`src/rtl/load_replay_sched_pkg.sv`:
```
// Shared types for the load replay scheduler: replay reasons, entry state,
// entry record, ROB age tag and backend redirect control.
// Build-wide widths come from `LOAD_PIPELINE and `LOAD_ISSUE_BANK_WIDTH.
`ifndef LOAD_PIPELINE
`define LOAD_PIPELINE 2
`endif
`ifndef LOAD_ISSUE_BANK_WIDTH
`define LOAD_ISSUE_BANK_WIDTH 4
`endif

package load_replay_sched_pkg;

  localparam int LOAD_PIPELINE_N = `LOAD_PIPELINE;
  localparam int ISSUE_W         = `LOAD_ISSUE_BANK_WIDTH;
  localparam int ROB_IDX_W       = 6;
  localparam int BANK_W          = (LOAD_PIPELINE_N > 1) ? $clog2(LOAD_PIPELINE_N) : 1;

  typedef logic [1:0] ReplayReason;
  localparam ReplayReason REPLAY_BANK_CONFLICT = 2'b00;
  localparam ReplayReason REPLAY_STORE_DATA    = 2'b01;
  localparam ReplayReason REPLAY_DCACHE_MISS   = 2'b10;
  localparam ReplayReason REPLAY_TLB_MISS      = 2'b11;

  typedef enum logic [1:0] {
    FREE     = 2'd0,
    WAIT_DLY = 2'd1,
    WAIT_RFL = 2'd2,
    READY    = 2'd3
  } ReplayState;

  typedef struct packed {
    logic                 dir;
    logic [ROB_IDX_W-1:0] value;
  } RobIdx;

  typedef struct packed {
    logic  redirect;
    RobIdx redirectIdx;
  } BackendCtrl;

  typedef struct packed {
    logic               valid;
    logic [BANK_W-1:0]  bank;
    logic [ISSUE_W-1:0] issue_idx;
    RobIdx              robIdx;
    ReplayState         state;
    logic [7:0]         cnt;
  } ReplayEntry;

  // a is strictly younger than b; a differing dir bit means the index wrapped
  function automatic logic rob_younger(input RobIdx a, input RobIdx b);
    return (a.dir != b.dir) ? (a.value < b.value) : (a.value > b.value);
  endfunction

endpackage

```
`src/rtl/load_replay_sched_if.sv`:
```
// Request/release bundle between the load pipelines/issue banks and the
// replay scheduler. master = pipelines/banks side, slave = scheduler.
interface load_replay_sched_if
  import load_replay_sched_pkg::*;
#(
  parameter int PIPE  = LOAD_PIPELINE_N,
  parameter int DEPTH = 8
) ();

  logic [PIPE-1:0]              req_en;
  logic [PIPE-1:0][ISSUE_W-1:0] req_issue_idx;
  logic [PIPE-1:0][1:0]         req_reason;
  RobIdx [PIPE-1:0]             req_rob_idx;
  logic                         refill_en;
  BackendCtrl                   backendCtrl;
  logic [PIPE-1:0]              rel_en;
  logic [PIPE-1:0][ISSUE_W-1:0] rel_idx;
  logic                         full;
  logic [$clog2(DEPTH):0]       count;
  logic                         overflow;

  modport master (
    output req_en, req_issue_idx, req_reason, req_rob_idx, refill_en, backendCtrl,
    input  rel_en, rel_idx, full, count, overflow
  );

  modport slave (
    input  req_en, req_issue_idx, req_reason, req_rob_idx, refill_en, backendCtrl,
    output rel_en, rel_idx, full, count, overflow
  );

endinterface

```
`src/rtl/load_replay_select.sv`:
```
// Per-bank release picker: one-hot choice among READY entries.
// LOAD_REPLAY_AGE_EN defined: oldest by wrap-aware robIdx; otherwise lowest index.
module load_replay_select
  import load_replay_sched_pkg::*;
#(
  parameter int DEPTH = 8
) (
  input  logic [DEPTH-1:0] ready,
  input  RobIdx            rob [DEPTH],
  output logic [DEPTH-1:0] sel
);

  localparam int IW = (DEPTH > 1) ? $clog2(DEPTH) : 1;

  typedef struct packed {
    logic          v;
    logic [IW-1:0] idx;
    RobIdx         rob;
  } Cand;

`ifdef LOAD_REPLAY_AGE_EN
  function automatic logic left_wins(input Cand l, input Cand r);
    return l.v && (!r.v || !rob_younger(l.rob, r.rob));
  endfunction
`else
  function automatic logic left_wins(input Cand l, input Cand r);
    return l.v || !r.v;
  endfunction
`endif

  // Binary tournament tree in heap layout; ties go to the left (lower index)
  function automatic logic [DEPTH-1:0] pick(input logic [DEPTH-1:0] rdy, input RobIdx r [DEPTH]);
    Cand              node [2*DEPTH];
    logic [DEPTH-1:0] oh;
    int unsigned      n;
    for (int unsigned i = 0; i < 2 * DEPTH; i++) node[i] = '0;
    for (int unsigned i = 0; i < DEPTH; i++) begin
      node[DEPTH+i].v   = rdy[i];
      node[DEPTH+i].idx = IW'(i);
      node[DEPTH+i].rob = r[i];
    end
    for (int unsigned k = 1; k < DEPTH; k++) begin
      n = DEPTH - k;
      node[n] = left_wins(node[2*n], node[2*n+1]) ? node[2*n] : node[2*n+1];
    end
    oh = '0;
    if (node[1].v) oh[node[1].idx] = 1'b1;
    return oh;
  endfunction

  // Combinational winner for this bank
  always_comb sel = pick(ready, rob);

endmodule

```
`src/rtl/load_replay_sched.sv`:
```
// Load replay scheduler: pools non-TLB replay requests, wakes them after a
// delay or a D-cache refill/timeout, releases one per bank per cycle, and
// flushes entries younger than a redirect.
// Selection age mode: LOAD_REPLAY_AGE_EN (see load_replay_select).
module load_replay_sched
  import load_replay_sched_pkg::*;
#(
  parameter int DEPTH        = 8,
  parameter int PIPE         = LOAD_PIPELINE_N,
  parameter int DELAY        = 4,
  parameter int MISS_TIMEOUT = 64
) (
  input  logic               clk,
  input  logic               rst,
  load_replay_sched_if.slave bus
);

  localparam int CW = $clog2(DEPTH) + 1;

  ReplayEntry                   ent_q [DEPTH];
  ReplayEntry                   alloc_ent [DEPTH];
  RobIdx                        ent_rob [DEPTH];
  logic [DEPTH-1:0]             alloc_hit;
  logic                         drop, found;
  logic [DEPTH-1:0]             sel_q, sel_d;
  logic [DEPTH-1:0]             ready_mask [PIPE];
  logic [DEPTH-1:0]             sel_oh [PIPE];
  logic [PIPE-1:0]              rel_en_q, rel_en_d;
  logic [PIPE-1:0][ISSUE_W-1:0] rel_idx_q, rel_idx_d;
  logic                         overflow_q;
  logic [CW-1:0]                count_c;
  logic                         redirect;
  RobIdx                        redirect_idx;

  assign redirect     = bus.backendCtrl.redirect;
  assign redirect_idx = bus.backendCtrl.redirectIdx;

  function automatic ReplayEntry new_entry(input logic [BANK_W-1:0] bank,
                                           input logic [ISSUE_W-1:0] idx,
                                           input ReplayReason rsn,
                                           input RobIdx rob, input logic refill);
    ReplayEntry e;
    e           = '0;
    e.valid     = 1'b1;
    e.bank      = bank;
    e.issue_idx = idx;
    e.robIdx    = rob;
    e.state     = READY;
    if (rsn == REPLAY_STORE_DATA && DELAY > 1) begin
      e.state = WAIT_DLY;
      e.cnt   = 8'(DELAY - 1);
    end else if (rsn == REPLAY_DCACHE_MISS && !refill) begin
      e.state = WAIT_RFL;
      e.cnt   = 8'(MISS_TIMEOUT - 1);
    end
    return e;
  endfunction

  // Allocation: pipes in order each claim the lowest still-unclaimed FREE slot
  always_comb begin
    alloc_hit = '0;
    drop      = 1'b0;
    found     = 1'b0;
    for (int unsigned i = 0; i < DEPTH; i++) alloc_ent[i] = '0;
    for (int unsigned p = 0; p < PIPE; p++) begin
      found = 1'b0;
      if (bus.req_en[p] && bus.req_reason[p] != REPLAY_TLB_MISS &&
          !(redirect && rob_younger(bus.req_rob_idx[p], redirect_idx))) begin
        for (int unsigned i = 0; i < DEPTH; i++) begin
          if (!found && ent_q[i].state == FREE && !alloc_hit[i]) begin
            found        = 1'b1;
            alloc_hit[i] = 1'b1;
            alloc_ent[i] = new_entry(BANK_W'(p), bus.req_issue_idx[p], bus.req_reason[p],
                                     bus.req_rob_idx[p], bus.refill_en);
          end
        end
        if (!found) drop = 1'b1;
      end
    end
  end

  // Per-bank candidates; an entry already being released is still occupied
  // this cycle (freed on the next edge) so it is masked out of selection.
  always_comb begin
    for (int unsigned i = 0; i < DEPTH; i++) ent_rob[i] = ent_q[i].robIdx;
    for (int unsigned b = 0; b < PIPE; b++)
      for (int unsigned i = 0; i < DEPTH; i++)
        ready_mask[b][i] = ent_q[i].state == READY && ent_q[i].bank == BANK_W'(b) && !sel_q[i];
  end

  for (genvar b = 0; b < PIPE; b++) begin : g_sel
    load_replay_select #(.DEPTH(DEPTH)) u_sel (
      .ready (ready_mask[b]),
      .rob   (ent_rob),
      .sel   (sel_oh[b])
    );
  end

  // Next release set; suppressed entirely in a redirect cycle
  always_comb begin
    sel_d     = '0;
    rel_en_d  = '0;
    rel_idx_d = '0;
    if (!redirect) begin
      for (int unsigned b = 0; b < PIPE; b++) begin
        sel_d       = sel_d | sel_oh[b];
        rel_en_d[b] = |sel_oh[b];
        for (int unsigned i = 0; i < DEPTH; i++)
          if (sel_oh[b][i]) rel_idx_d[b] = ent_q[i].issue_idx;
      end
    end
  end

  // Entry FSMs, release registers and sticky overflow
  always_ff @(posedge clk or posedge rst) begin
    if (rst) begin
      for (int unsigned i = 0; i < DEPTH; i++) ent_q[i] <= '0;
      sel_q      <= '0;
      rel_en_q   <= '0;
      rel_idx_q  <= '0;
      overflow_q <= 1'b0;
    end else begin
      sel_q     <= sel_d;
      rel_en_q  <= rel_en_d;
      rel_idx_q <= rel_idx_d;
      if (drop) overflow_q <= 1'b1;
      for (int unsigned i = 0; i < DEPTH; i++) begin
        if (alloc_hit[i]) begin
          ent_q[i] <= alloc_ent[i];
        end else if (sel_q[i] ||
                     (ent_q[i].valid && redirect && rob_younger(ent_q[i].robIdx, redirect_idx))) begin
          ent_q[i] <= '0;
        end else begin
          case (ent_q[i].state)
            WAIT_DLY: begin
              if (ent_q[i].cnt <= 8'd1) begin
                ent_q[i].state <= READY;
                ent_q[i].cnt   <= '0;
              end else begin
                ent_q[i].cnt <= ent_q[i].cnt - 8'd1;
              end
            end
            WAIT_RFL: begin
              if (bus.refill_en || ent_q[i].cnt <= 8'd1) begin
                ent_q[i].state <= READY;
                ent_q[i].cnt   <= '0;
              end else begin
                ent_q[i].cnt <= ent_q[i].cnt - 8'd1;
              end
            end
            default: ;
          endcase
        end
      end
    end
  end

  // Occupancy from registered entry state only
  always_comb begin
    count_c = '0;
    for (int unsigned i = 0; i < DEPTH; i++)
      if (ent_q[i].valid) count_c = count_c + CW'(1);
  end

  assign bus.rel_en   = rel_en_q;
  assign bus.rel_idx  = rel_idx_q;
  assign bus.count    = count_c;
  assign bus.full     = count_c > CW'(DEPTH - PIPE);
  assign bus.overflow = overflow_q;

endmodule

```
`src/flat_wrapper.sv`:
```
// flat-port wrapper written by rule: the top's interface ports become plain ports
module load_replay_sched_flat import load_replay_sched_pkg::*;
#(
  parameter int DEPTH        = 8,
  parameter int PIPE         = LOAD_PIPELINE_N,
  parameter int DELAY        = 4,
  parameter int MISS_TIMEOUT = 64
)
  (clk, rst, bus_req_en, bus_req_issue_idx, bus_req_reason, bus_req_rob_idx, bus_refill_en, bus_backendCtrl, bus_rel_en, bus_rel_idx, bus_full, bus_count, bus_overflow);
  load_replay_sched_if #(.PIPE(PIPE), .DEPTH(DEPTH)) bus_i ();
  input  logic clk;
  input  logic rst;
  input wire logic [$bits(bus_i.req_en)-1:0] bus_req_en;
  input wire logic [$bits(bus_i.req_issue_idx)-1:0] bus_req_issue_idx;
  input wire logic [$bits(bus_i.req_reason)-1:0] bus_req_reason;
  input wire logic [$bits(bus_i.req_rob_idx)-1:0] bus_req_rob_idx;
  input wire logic [$bits(bus_i.refill_en)-1:0] bus_refill_en;
  input wire logic [$bits(bus_i.backendCtrl)-1:0] bus_backendCtrl;
  output wire logic [$bits(bus_i.rel_en)-1:0] bus_rel_en;
  output wire logic [$bits(bus_i.rel_idx)-1:0] bus_rel_idx;
  output wire logic [$bits(bus_i.full)-1:0] bus_full;
  output wire logic [$bits(bus_i.count)-1:0] bus_count;
  output wire logic [$bits(bus_i.overflow)-1:0] bus_overflow;
  assign bus_i.req_en = bus_req_en;
  assign bus_i.req_issue_idx = bus_req_issue_idx;
  assign bus_i.req_reason = bus_req_reason;
  assign bus_i.req_rob_idx = bus_req_rob_idx;
  assign bus_i.refill_en = bus_refill_en;
  assign bus_i.backendCtrl = bus_backendCtrl;
  assign bus_rel_en = bus_i.rel_en;
  assign bus_rel_idx = bus_i.rel_idx;
  assign bus_full = bus_i.full;
  assign bus_count = bus_i.count;
  assign bus_overflow = bus_i.overflow;
  load_replay_sched #(.DEPTH(DEPTH), .PIPE(PIPE), .DELAY(DELAY), .MISS_TIMEOUT(MISS_TIMEOUT)) u_core (.clk(clk), .rst(rst), .bus(bus_i));
endmodule
```
`config.mk`:
```
export PLATFORM = sky130hd
export DESIGN_NAME = load_replay_sched_flat
export DESIGN_NICKNAME = d
export VERILOG_FILES = /design/src/rtl/load_replay_sched_pkg.sv /design/src/rtl/load_replay_sched_if.sv /design/src/rtl/load_replay_select.sv /design/src/rtl/load_replay_sched.sv /design/src/flat_wrapper.sv
export SDC_FILE = /design/constraint.sdc
export NUM_CORES = 1
export LEC_CHECK = 0
export CAP_MARGIN = 20
export CORE_ASPECT_RATIO = 0.6
export CORE_MARGIN = 2
export CORE_UTILIZATION = 55
export CTS_CLUSTER_SIZE = 28
export DETAILED_ROUTE_END_ITERATION = 6
export DONT_BUFFER_PORTS = 1
export GPL_TIMING_DRIVEN = 0
export PLACE_DENSITY_LB_ADDON = 0.05
export SETUP_SLACK_MARGIN = 0.3
export SYNTH_ARGS = -nofsm -noshare
export SYNTH_HDL_FRONTEND = slang
export SYNTH_HIERARCHICAL = 1
export SYNTH_SLANG_ARGS = --single-unit
```
`constraint.sdc`:
```
create_clock -name clk -period 8.7 [get_ports clk]
set_input_delay 1.305 -clock clk [delete_from_list [all_inputs] [get_ports clk]]
set_output_delay 1.305 -clock clk [all_outputs]
set_load 0.01 [all_outputs]
```
==> results of run 1 <==
through the flow:
step / cell area, sq um / setup WS, ps
2_1_floorplan: 13900 / 1860
3_3_place_gp: 14300 / -706
3_5_place_dp: 14400 / 3140
4_1_cts: 15100 / 2570
5_1_grt: 15100 / 2300
6_report: 15100 / 2570
area by class of cell:
class | count | area [sq um] | share of cell area [%]
plain buffers | 97 | 442 | 2.92
repair buffers | 1 | 27.5 | 0.182
clock inverters | 6 | 57.6 | 0.381
inverters | 133 | 507 | 3.36
flip-flops and latches | 203 | 5080 | 33.6
clock buffers | 33 | 673 | 4.46
multi-input cells | 1156 | 7900 | 52.3
well taps | 329 | 412 | 2.73
per-layer routing:
metal / wire (microns) / up-vias / global-route usage (%)
met5: 55 / - / 1.63
met4: 634 / 2 / 5.21
met3: 5950 / 47 / 11.4
met2: 17300 / 645 / 45.7
met1: 19900 / 6162 / 50.3
li1: - / 5912 / -
where the power goes:
part	total, uW	leakage, uW	internal (uW)	switching, uW
registers	1660	0.00264	1330	335
logic	3260	0.00415	1270	1990
clock network	968	0.000361	564	404
total	5880	0.00715	3160	2730
critical path: stages (launching register included):
cell and delay (ps):
dfrtp_1 520, inv_1 80, ha_1 320, xor2_1 230, ha_1 270, mux2_2 300
ha_1 300, mux2_2 290, ha_1 270, mux2_2 300, ha_1 270, mux2i_1 250
inv_1 70, ha_1 270, nand2_1 70, o21ai_0 180, a31o_2 320
final timing paths:
path                       slack [ps]               end         startpoint  cells after the start
max in group asynchronous        6930   u_core/ent_q[3]                rst                      2
min in group asynchronous         700  u_core/ent_q[86]                rst                      1
setup reg to reg                 4600   u_core/ent_q[1]   u_core/ent_q[77]                     13
hold reg to reg                   480  u_core/ent_q[84]   u_core/ent_q[84]                      2
setup / recovery                 2570          bus_full  u_core/ent_q[160]                     16
hold / removal                    480  u_core/ent_q[84]   u_core/ent_q[84]                      2
cell families after synthesis:
logic type,Yosys count,synth area share [%]
xor+xnor,37,2.52
fa+ha+maj,109,9.78
buf+inv,230,6.76
compound gates,489,24.4
mux,21,1.56
flops,203,36.5
simple gates,500,18.5
sequential cells by signal, indices dropped and copies added, names as in the netlist:
register and flops:
u_core/bus.overflow 1, u_core/bus.rel_en 2, u_core/bus.rel_idx 8, u_core/ent_q 184, u_core/sel_q 8
cells in the mapped netlist (all sizes together) (26+ instances only):
cell type	instances
dfrtp	203
nand2	156
inv	132
nor2	113
a21oi	111
ha	108
o21ai	93
clkbuf	65
nor3	54
a222oi	44
buf	32
a22oi	26
==> results.toml, run 1 <==
[clock_network]
ctsHoldBuffers = 0
clock_tree.htree_level_count = 1
cts_sinks = 203
cts_tree = "done"
post-cts-setup-buffer-count = 0
cts_buffers = 23
cts.clk_slew.worst_paths_ps = 60
worstSkewPairLatency_ps = 530
root_buffer = "clkbuf_16"
clk_path_buf_depth = 3
ctsResizeCount = 0

[final_layout]
final_layout_size_suffix_gt1_share_pct = 6.20
layout_common_cells = "dfrtp_1 (203), nand2_1 (155), inv_1 (131)"
final_common_cell = "dfrtp_1"
utilization_pct = 60.3
syn2layout_area_growth_pct = 8.46
finalNonFillerCells = 1958
fin_nets = 1762
fillers = 2241
n_antenna_cell = 0

[die]
fp-row-count = 45
dieWidth_microns = 209
die_area_sq_um = 26600
start_util_pct = 55.6
die_h_microns = 127
core_sq_um = 25100
io_pins = 55

[timing]
period_needed_ps = 6130
max_slew.worst_pin.slew_ps = 1050
drv_slew = 0
slew-limit-headroom_pct = 29.7
hold_ws_ps = 475
skew_ps = 18.8
hold_viol = 0
rsz0062_at_grt = "false"
fmax_mhz = 163
min_period_over_period_pct = 70.5
setup_tns_ps = 0
setup_viol = 0

[logic_synthesis]
yosys.area.top_type_share_pct = 36.5
synth-seq-area-share_pct = 36.5
synth_cell_type_count = 86
synth_nets = 1736
synth_edf_count = 0
synth-async-reset-ratio_pct = 100
synth-seq-cells = 203
synth_area_leaders = "dfrtp_1 (36%), ha_1 (9.7%), nand2_1 (4.2%), a21oi_1 (4.0%), inv_1 (3.6%)"
syn_inst = 1589
synth_area_sq_um = 13900
synth_top_cell_by_area = "dfrtp_1"
syn_avg_cell_area_sq_um = 8.76
ys.flop_type = "dfrtp_1"
yosys_warnings = 6

[global_routing]
grt_pass1_vias = 11950
grt_use_total_pct = 33.1
grt_max_degree = 127
grt_pass1_wl_microns = 68300
grt_remaining_overflow = 0
antenna_found_initial = 0

[placement]
hpwl_microns = 33300
io_buffers = 0
gp_congestion = 0.959
placed_cells = 1919

[worst_setup_path]
start_kind = "flop"
crit_arrival_ps = 4830
path_max_fanout = 4
cp-end-kind = "output pin"
crit_type = "reg2out"
worstPathRequired_ps = 7390

[drt]
antenna_left = 0
drtIter0Drc = 1732
wire_per_inst_microns = 22.4
dr.pass1.iters = 7
drc = 0
vias_per_cell = 6.52
vias = 12768
routed_wl_microns = 43800

[power]
power.total_uw = 5880
vdd_drop_max_v = 0.000186
cellPowerDensity_nw_per_um2 = 390
p_leak_uw = 0.00715

[hold_path]
hold_class = "reg2reg"

[job]
maxCapViolCount = 0

[run_status]
outcome = "finished, final reports clean"
Note: power is estimated with default switching activity, not from simulation.
==> run 2, diff against run 1 <==
==> constraint.sdc (replaced) <==
create_clock -name clk -period 5.5 [get_ports clk]
set_input_delay 0.825 -clock clk [delete_from_list [all_inputs] [get_ports clk]]
set_output_delay 0.825 -clock clk [all_outputs]
set_load 0.01 [all_outputs]
==> run 2 against run 1 <==
  * Utilization grew 0.72 points
  * First-iteration DRC count shrank 6.9%
  * Sequential share of layout area shrank 0.39 points
  * Sequential power grew 59%
  * Final area grew 1.2%
  * Non-clock buffer count grew 8
  * Register-to-register slack lost 3200 ps
  * Routed wire length grew 0.93%
  * Power grew 62%
  * Final cell count grew 0.41%
  * Combinational power grew 65%
  * Clock-buffer cell count grew 3
  * Largest cell class unchanged
==> results.toml, run 2 (synthesized netlist as in run 1, its figures left out) <==
[global_routing]
antenna_found_initial = 0
grt_remaining_overflow = 0
grt_max_degree = 41
grt_use_total_pct = 32.9
grt_pass1_wl_microns = 67500
grt_pass1_vias = 11717

[worst_setup_path]
cp-end-kind = "output pin"
r2r-start = "u_core/ent_q[78]"
start_kind = "flop"
crit_type = "reg2out"
path_max_fanout = 3
startpoint = "u_core/ent_q[160]"
worstPathRequired_ps = 4680
crit_arrival_ps = 4260

[power]
cellPowerDensity_nw_per_um2 = 624
p_leak_uw = 0.00721
p_comb_share_pct = 56.4
seq_power_share_pct = 27.7
power.net_switching_uw = 4410
intPower_uw = 5120
clockPowerShare_pct = 16.0
vdd_drop_max_v = 0.000369
switching_share_pct = 46.2

[timing]
drv_slew = 0
rsz0062_at_grt = "false"
min_period_over_period_pct = 92.4
period_needed_ps = 5080
setup_tns_ps = 0
setup_viol = 0
hold_viol = 0
slew-limit-headroom_pct = 35.0
max_slew.worst_pin.slew_ps = 972
skew_ps = 13.3
fmax_mhz = 197

[clock_network]
clk_path_buf_depth = 3
clock_tree.htree_level_count = 1
cts_tree = "done"
cts_sinks = 203
cts.clk_slew.worst_paths_ps = 60
ctsHoldBuffers = 0
root_buffer = "clkbuf_16"
worstSkewPairLatency_ps = 520
cts_buffers = 22

[die]
core_sq_um = 25100
die_h_microns = 127
fp-row-count = 45
dieWidth_microns = 209
io_pins = 55
die_area_sq_um = 26600
start_util_pct = 55.6

[final_layout]
regMostFlops = "u_core/ent_q"
largest_reg_flops = 184
n_antenna_cell = 0
utilization_pct = 61.0
multi_input_comb_area_sq_um = 7980
syn2layout_area_growth_pct = 9.75
fin_nets = 1769
layout_common_cells = "dfrtp_1 (202), nand2_1 (154), inv_1 (130)"
fillers = 2194
final_common_cell = "dfrtp_1"
final_layout_size_suffix_gt1_share_pct = 7.33
regArea_sq_um = 5080

[job]
maxCapViolCount = 0

[placement]
hpwl_microns = 33600
gp_congestion = 0.936
io_buffers = 0

[hold_path]
hold_class = "in2async"

[drt]
antenna_left = 0
vias = 12813
drtIter0Drc = 1612
drc = 0
dr.pass1.iters = 7
wire_per_inst_microns = 22.5
routed_wl_microns = 44200
vias_per_cell = 6.52

[run_status]
outcome = "finished, final reports clean"
[run 2: changes by cell type in the layout (fill, tap and decap cells not counted), sizes merged]
cell | before | now
buf | 33 | 40
clkbuf | 98 | 102
clkinv | 5 | 2
clkinvlp | 1 | 3
bufinv | 1 | 0
inv | 132 | 131
[run 2: what timing repair did]
item | in CTS | in global routing
buffers inserted | 3 | 0
endpoints found under the setup margin | 3 | 1
pin swaps | 1 | 1
resized for setup | 12 | 3
[run 2: power by group through the flow]
stage / registers, uW / clock network (uW) / logic, uW
after floorplan: 2460 / 0 / 3910
after global placement: 2610 / 0 / 4880
after detailed placement: 2620 / 0 / 5040
after CTS: 2610 / 1550 / 5210
after global routing: 2690 / 1610 / 5940
final: 2640 / 1520 / 5370
[run 2: layout make-up]
cell class | instances | area share [%]
multi-input combinational | 1156 | 52.2
buffer | 97 | 2.89
clock buffer | 36 | 4.67
clock inverter | 3 | 0.131
tap | 329 | 2.69
sequential | 203 | 33.2
timing repair buffer | 9 | 0.835
inverter | 133 | 3.29
[run 2: critical path, cell delays in order (launching register included)]
cell	delay [ps]
dfrtp_2	460
inv_2	90
ha_4	210
xor2_2	150
ha_1	310
mux2_4	290
ha_4	220
mux2_4	260
ha_1	270
mux2_4	290
ha_4	220
mux2i_2	180
inv_1	70
ha_1	270
nand2_1	80
o21ai_2	90
a31o_2	280
[run 2: path summary, 6_finish.rpt]
check | to | slack (ps) | depth (start not counted)
min in group clk | u_core/ent_q[33] | 430 | 2
setup / recovery | bus_full | 420 | 16
hold reg to reg | u_core/ent_q[121] | 480 | 1
max in group asynchronous | u_core/ent_q[160] | 3770 | 5
hold / removal | u_core/ent_q[35] | 260 | 1
setup reg to reg | u_core/ent_q[25] | 1420 | 12
[run 2: routing by layer]
metal	vias up	GRT usage (%)	wire [microns]
li1	5899	-	-
met1	6208	51.2	20700
met2	646	44.4	17200
met3	60	9.91	5390
met4	0	6.76	887
met5	-	0	0
[run 2: per-stage QoR]
| stage | hold WS (ps) | std cells | total power (uW) | worst slack (ps) | area, sq um |
|---|---|---|---|---|---|
| after detailed placement | 469 | 1923 | 7660 | 443 | 14400 |
| after floorplan | 441 | 1589 | 6370 | 860 | 13900 |
| after global routing | 301 | 1966 | 10200 | 313 | 15300 |
| after CTS | 269 | 1965 | 9370 | 357 | 15300 |
| final | 261 | 1966 | 9530 | 419 | 15300 |
| after global placement | 451 | 1918 | 7490 | 555 | 14300 |
